### src/rtl/wb_arbiter_pkg.sv
// rtl/wb_arbiter_pkg.sv - shared constants and types for the writeback arbiter
//
// Purpose:
//   Register-file geometry and the write-slot source encoding used by
//   wb_arbiter and its one-hot decoder.
//
// Contents:
//   NREG      number of architectural registers (power of two)
//   AW        register address width, log2(NREG)
//   DW        data width
//   REG_ZERO  address of the hardwired zero register
//   wb_src_e  which source owns the write slot this cycle

package wb_arbiter_pkg;

  localparam int NREG = 32;
  localparam int AW   = 5;
  localparam int DW   = 32;

  localparam logic [AW-1:0] REG_ZERO = '0;

  typedef enum logic [1:0] {
    SRC_NONE = 2'd0,
    SRC_ALU  = 2'd1,
    SRC_HOLD = 2'd2,
    SRC_MD   = 2'd3
  } wb_src_e;

endpackage

### src/rtl/wb_arbiter_decoder_onehot.sv
// rtl/wb_arbiter_decoder_onehot.sv - binary address to one-hot vector with enable
//
// Purpose:
//   Turns a register address into a one-hot vector. Used for the write
//   enables and for the scoreboard set/clear masks.
//
// Ports:
//   addr    in   AW    register address
//   en      in   1     when low the output is all zeros
//   onehot  out  NREG  bit addr set when en is high

module wb_arbiter_decoder_onehot #(
  parameter int AW   = 5,
  parameter int NREG = 32
) (
  input  logic [AW-1:0]   addr,
  input  logic            en,
  output logic [NREG-1:0] onehot
);

  always_comb begin
    onehot = '0;
    if (en) begin
      onehot[addr] = 1'b1;
    end
  end

endmodule

### src/rtl/wb_arbiter.sv
// rtl/wb_arbiter.sv - writeback-port arbiter with pending-destination scoreboard
//
// Purpose:
//   Merges single-cycle ALU results and multi-cycle mult/div results onto the
//   single write port of the register file, and stalls decode on hazards
//   against an in-flight mult/div destination.
//
// Ports:
//   clk          in   1     rising-edge clock
//   clr_n        in   1     asynchronous active-low reset
//   alu_valid    in   1     ALU result valid (never back-pressured)
//   alu_rd       in   AW    ALU destination
//   alu_data     in   DW    ALU result
//   md_issue     in   1     mult/div op dispatched
//   md_issue_rd  in   AW    destination of the dispatched op
//   md_valid     in   1     mult/div result valid
//   md_rd        in   AW    mult/div result destination
//   md_data      in   DW    mult/div result
//   md_ready     out  1     arbiter can accept a mult/div result
//   md_busy      out  1     a mult/div result is outstanding
//   dec_rs_a     in   AW    decode source A
//   dec_rs_b     in   AW    decode source B
//   dec_rd       in   AW    decode destination
//   dec_rd_we    in   1     decode instruction writes dec_rd
//   stall        out  1     decode must hold this cycle
//   wr_en        out  NREG  one-hot register write enable (registered)
//   wr_data      out  DW    write data shared by all registers (registered)

module wb_arbiter #(
  parameter int NREG = wb_arbiter_pkg::NREG,
  parameter int AW   = wb_arbiter_pkg::AW,
  parameter int DW   = wb_arbiter_pkg::DW
) (
  input  logic            clk,
  input  logic            clr_n,
  input  logic            alu_valid,
  input  logic [AW-1:0]   alu_rd,
  input  logic [DW-1:0]   alu_data,
  input  logic            md_issue,
  input  logic [AW-1:0]   md_issue_rd,
  input  logic            md_valid,
  input  logic [AW-1:0]   md_rd,
  input  logic [DW-1:0]   md_data,
  output logic            md_ready,
  output logic            md_busy,
  input  logic [AW-1:0]   dec_rs_a,
  input  logic [AW-1:0]   dec_rs_b,
  input  logic [AW-1:0]   dec_rd,
  input  logic            dec_rd_we,
  output logic            stall,
  output logic [NREG-1:0] wr_en,
  output logic [DW-1:0]   wr_data
);

  import wb_arbiter_pkg::*;

  localparam logic [AW-1:0] RD_ZERO = AW'(REG_ZERO);

  // Hold buffer: parks a mult/div result that lost the slot to the ALU.
  logic            hold_valid;
  logic [AW-1:0]   hold_rd;
  logic [DW-1:0]   hold_data;

  // Scoreboard of destinations owed by the mult/div unit.
  logic [NREG-1:0] pending;
  // An op issued to rd 0 has no pending bit but still occupies the unit.
  logic            zero_pend;

  // Registered write stage.
  logic [NREG-1:0] wr_en_q;
  logic [DW-1:0]   wr_data_q;
  logic [AW-1:0]   wr_rd_q;

  // Slot selection.
  wb_src_e         src;
  logic [AW-1:0]   slot_rd;
  logic [DW-1:0]   slot_data;
  logic            slot_we;
  logic            slot_md;
  logic            alu_real;
  logic            md_acc;
  logic            hold_load;
  logic            issue_ok;
  logic            zero_issue;
  logic            zero_done;

  logic [NREG-1:0] wr_en_d;
  logic [NREG-1:0] pend_set;
  logic [NREG-1:0] pend_clr;
  logic            wr_stage_busy;
  logic            hit_a;
  logic            hit_b;
  logic            hit_d;

  // Ready depends on registered state only, so there is no path from
  // md_valid back to md_ready.
  assign md_ready = !hold_valid;
  assign md_busy  = (|pending) | hold_valid | zero_pend;

  assign alu_real = alu_valid && (alu_rd != RD_ZERO);
  assign md_acc   = md_valid && md_ready;

  // A second op is only dispatched once the unit has fully drained.
  assign issue_ok   = md_issue && !md_busy && (md_issue_rd != RD_ZERO);
  assign zero_issue = md_issue && !md_busy && (md_issue_rd == RD_ZERO);
  assign zero_done  = md_acc && (md_rd == RD_ZERO);

  // Priority: ALU, then the hold buffer, then a direct mult/div result.
  // While the hold buffer is full md_ready is low, so md_acc cannot fire
  // in the cycle the buffer drains.
  always_comb begin
    src       = SRC_NONE;
    slot_rd   = RD_ZERO;
    slot_data = '0;
    if (alu_real) begin
      src       = SRC_ALU;
      slot_rd   = alu_rd;
      slot_data = alu_data;
    end else if (hold_valid) begin
      src       = SRC_HOLD;
      slot_rd   = hold_rd;
      slot_data = hold_data;
    end else if (md_acc && (md_rd != RD_ZERO)) begin
      src       = SRC_MD;
      slot_rd   = md_rd;
      slot_data = md_data;
    end
  end

  assign slot_we = (src != SRC_NONE);
  assign slot_md = (src == SRC_HOLD) || (src == SRC_MD);

  // Results to rd 0 are dropped at acceptance; they never enter the buffer.
  assign hold_load = md_acc && alu_real && (md_rd != RD_ZERO);

  wb_arbiter_decoder_onehot #(.AW(AW), .NREG(NREG)) u_wr_dec (
    .addr   (slot_rd),
    .en     (slot_we),
    .onehot (wr_en_d)
  );

  // The pending bit clears when the result enters the write stage, not when
  // it is parked in the hold buffer.
  wb_arbiter_decoder_onehot #(.AW(AW), .NREG(NREG)) u_clr_dec (
    .addr   (slot_rd),
    .en     (slot_md),
    .onehot (pend_clr)
  );

  wb_arbiter_decoder_onehot #(.AW(AW), .NREG(NREG)) u_set_dec (
    .addr   (md_issue_rd),
    .en     (issue_ok),
    .onehot (pend_set)
  );

  always_ff @(posedge clk or negedge clr_n) begin
    if (!clr_n) begin
      wr_en_q   <= '0;
      wr_data_q <= '0;
      wr_rd_q   <= RD_ZERO;
    end else begin
      wr_en_q   <= wr_en_d;
      wr_data_q <= slot_we ? slot_data : '0;
      wr_rd_q   <= slot_rd;
    end
  end

  // Clear of the retiring op is applied before the set of a new one.
  always_ff @(posedge clk or negedge clr_n) begin
    if (!clr_n) begin
      pending   <= '0;
      zero_pend <= 1'b0;
    end else begin
      pending   <= (pending & ~pend_clr) | pend_set;
      zero_pend <= (zero_pend & ~zero_done) | zero_issue;
    end
  end

  always_ff @(posedge clk or negedge clr_n) begin
    if (!clr_n) begin
      hold_valid <= 1'b0;
      hold_rd    <= RD_ZERO;
      hold_data  <= '0;
    end else if (hold_load) begin
      hold_valid <= 1'b1;
      hold_rd    <= md_rd;
      hold_data  <= md_data;
    end else if (src == SRC_HOLD) begin
      hold_valid <= 1'b0;
    end
  end

  assign wr_en   = wr_en_q;
  assign wr_data = wr_data_q;

  // No bypass from the write stage, so a source matching the register
  // being written this cycle must wait one more cycle.
  assign wr_stage_busy = |wr_en_q;

  assign hit_a = (dec_rs_a != RD_ZERO) &&
                 (pending[dec_rs_a] || (wr_stage_busy && (wr_rd_q == dec_rs_a)));
  assign hit_b = (dec_rs_b != RD_ZERO) &&
                 (pending[dec_rs_b] || (wr_stage_busy && (wr_rd_q == dec_rs_b)));
  assign hit_d = dec_rd_we && (dec_rd != RD_ZERO) && pending[dec_rd];

  assign stall = hit_a || hit_b || hit_d;

endmodule

### config.mk
export PLATFORM = sky130hd
export DESIGN_NAME = wb_arbiter
export DESIGN_NICKNAME = d
export VERILOG_FILES = /design/src/rtl/wb_arbiter_pkg.sv /design/src/rtl/wb_arbiter_decoder_onehot.sv /design/src/rtl/wb_arbiter.sv
export SDC_FILE = /design/constraint.sdc
export NUM_CORES = 1
export LEC_CHECK = 0
export CAP_MARGIN = 20
export CORE_ASPECT_RATIO = 0.9
export CORE_MARGIN = 1.5
export CORE_UTILIZATION = 30
export CTS_BUF_LIST = sky130_fd_sc_hd__clkbuf_4 sky130_fd_sc_hd__clkbuf_8
export CTS_CLUSTER_DIAMETER = 80
export DETAILED_ROUTE_END_ITERATION = 7
export PLACE_DENSITY = 0.55
export REMOVE_ABC_BUFFERS = 1
export SLEW_MARGIN = 20
export SYNTH_ARGS = -nofsm -noshare
export SYNTH_HDL_FRONTEND = slang
export SYNTH_SLANG_ARGS = --single-unit
### constraint.sdc
create_clock -name clk -period 5.25 [get_ports clk]
set_input_delay 1.575 -clock clk [delete_from_list [all_inputs] [get_ports clk]]
set_output_delay 1.575 -clock clk [all_outputs]
set_load 0.01 [all_outputs]
==> impl_metrics.yaml <==
pwr:
  p_leak_uw: 0.00379
  power_density_mw_per_mm2: 363
  clkPwrFrac: 0.275
  seqPwrFrac: 0.456
  p_sw_frac: 0.333
  ir_drop_v: 0.000185
  p_total_uw: 3320
  combinationalPowerShare: 0.269
  p_sw_uw: 1110
  intPower_uw: 2220
grt:
  grt_overflow_total: 0
  grt_first_pass_wirelength_mm: 33.2
  grt_antenna_before_repair: 2
  first_global_vias: 5912
  grt_usage: 0.187
  grt_max_degree: 56
synthesis:
  async_flop_share: 1.00
  synth_edf_count: 0
  synth.top_cells.by_count: "dfrtp_1 (140), nor2_1 (110), o21ai_0 (47)"
  synth.top_cell.area_share: 0.525
  syn_inst: 576
  synth_area_mm2: 0.00667
  synthTopCellsByArea: "dfrtp_1 (53%), mux4_2 (8.1%), mux2_4 (6.8%), nor2_1 (6.2%), a221oi_1 (4.2%)"
  synth-seq-area-share: 0.525
  ys_ff_latch: 140
  yosysTopAreaCell: "dfrtp_1"
  yosysMostFrequentCell: "dfrtp_1"
  ys_types: 49
  avgSynthCellArea_um2: 11.6
  synth_ff_type: "dfrtp_1"
  yosys_warnings: 0
floorplanning:
  die-area_mm2: 0.0231
  die_x_um: 160
  initial_core_util: 0.307
  rows: 51
  core_area_mm2: 0.0217
  dieHeight_um: 144
  pin_count: 167
clocking:
  hold_buffers: 0
  htree_levels: 4
  cts_buffers: 17
  cts.sinks: 140
  cts_setup_buffers: 0
  cts_tree: "done"
  path_clk_slew_ns: 0.09
  clockRootBuffer: "clkbuf_8"
  ctsLongestPathBuffers: 2
  clock_latency_ns: 0.45
worst_setup_path:
  critical_path_arrival_ns: 3.60
  critical-path-max-stage-delay_ns: 0.49
  path_cells: "dlygate4sd2_1, bufbuf_16, mux4_2, mux4_2, o211ai_1, o221ai_1, buf_2"
  crit_type: "input port to output pin"
  reg2regPathDepth: 8
  startpoint: "dec_rd[1]"
  required_ns: 3.68
  end_kind: "output pin"
  reg2reg_setup_slack_ns: 2.59
  crit_top_cell: "mux4_2"
  slowest_stage: "mux4_2"
  reg2reg_from: "hold_valid"
  startpoint_type: "input port"
  timing.rr.end: "pending[8]"
  crit_fanout: 4
routing:
  vias: 5406
  drtAntennaViolNets: 0
  viasPerCell: 5.14
  dr.pass1.iters: 5
  drc: 0
  drt_iter0_drc: 333
  routedWlPerCell_um: 19.7
  routed_wl_mm: 20.7
timing:
  fmax_mhz: 193
  rsz0062_at_grt: "false"
  worst_pin_slew_ns: 0.973
  period_needed_ns: 5.17
  maxSlewHeadroom: 0.348
  setup_viol: 0
  period_share: 0.985
  hold_viol: 0
  slew_viol_final: 0
  skew_ns: 0.0221
run:
  max_cap_violations: 0
placement:
  gp_congestion: 0.935
  dpl_cell_area_mm2: 0.00869
  port_buffers: 166
  hpwlAfterDp_mm: 14.9
min_path:
  hold_end: "hold_data[31]"
  hold_start: "hold_data[31]"
  hp-class: "flop to flop"
  holdPathStages: 1
cells_and_area:
  final_cell_area_mm2: 0.00915
  drive_above_1_share: 0.171
  syn2layout_area_growth_pct: 37.2
  postLayoutCoreUtil: 0.422
  fillers: 2062
  final_nets: 846
run_status:
  status: "finished, final reports clean"
## per-layer routing
metal / global-route usage / routed length [um] / up-vias
li1: - / - / 2471
met5: 0 / 13 / -
met4: 0.0635 / 507 / 2
met2: 0.300 / 9380 / 260
met1: 0.235 / 8900 / 2632
met3: 0.0657 / 1910 / 41
## how the worst max path moves through the flow
| stage | to |
|---|---|
| floorplan | pending[0] |
| global placement | stall |
| detailed placement | stall |
| CTS | stall |
| global route | stall |
| finish | stall |
## flip-flops by register name, summed over array words and instances, names as in the netlist
| signal | flops |
|---|---|
| hold_data | 32 |
| pending | 32 |
| wr_data | 32 |
| wr_en | 32 |
| hold_rd | 5 |
| wr_rd_q | 5 |
| hold_valid | 1 |
| zero_pend | 1 |
## through the flow
stage	instances	setup WS [ns]	setup TNS [ns]	hold slack, ns
after floorplan	542	0.533	0	0.449
final	1051	0.0767	0	0.516
after global routing	1050	0.00404	0	0.533
after global placement	1017	-0.694	-0.694	0.479
after CTS	1050	0.00341	0	0.520
after detailed placement	1017	-0.701	-0.701	0.494
## power groups by stage
stage	Clock, uW	Combinational [uW]	Sequential, uW
detailed placement	0	891	1530
CTS	940	897	1510
global route	995	974	1540
global placement	0	868	1540
finish	915	893	1520
floorplan	0	521	1430
## layout by cell type, fill, tap and decap left out, types with 9 or more instances in the layout
| cell type | netlist | layout |
|---|---|---|
| mux2_4 | 30 | 30 |
| dfrtp_1 | 140 | 140 |
| buf_4 | 0 | 15 |
| clkbuf_8 | 0 | 17 |
| nor4_1 | 17 | 17 |
| o21ai_0 | 47 | 47 |
| mux2_2 | 9 | 9 |
| mux4_2 | 24 | 24 |
| clkdlybuf4s50_1 | 0 | 160 |
| nand2_1 | 22 | 22 |
| nor2_1 | 110 | 110 |
| o21ai_1 | 20 | 20 |
| a221oi_1 | 32 | 32 |
## cell families (layout without fill, tap and decap cells)
group | after synthesis | count (layout) | share of synthesized area
AOI/OAI and AO/OA | 128 | 128 | 0.129
buffers and inverters | 41 | 224 | 0.0302
muxes | 67 | 67 | 0.170
DFF | 140 | 140 | 0.525
xor gates and xnor gates | 10 | 10 | 0.0131
and+or+nand+nor | 190 | 190 | 0.132
other | 0 | 1 | 0
## final cells by class
class,instances,area [um^2],share of cell area
Clock inverter,15,176,0.0193
Inverter,7,26.3,0.00287
Timing Repair Buffer,185,1860,0.203
Multi-Input combinational cell,395,2990,0.327
Clock buffer,17,234,0.0256
Sequential cell,140,3500,0.383
Antenna cell,1,2.50,0.000273
Tap cell,291,364,0.0398
## critical path, delay by kind of cell
kind,cells,cell delay [ns]
mux,2,0.96
compound gates,2,0.31
buf+inv,3,0.74
## what timing repair did
item | CTS | global route
endpoints found under the setup margin | 1 | 1
pin swaps | 1 | 0
resized for setup | 9 | 3
gates cloned | 1 | 0
(Power assumes the default switching activity.)
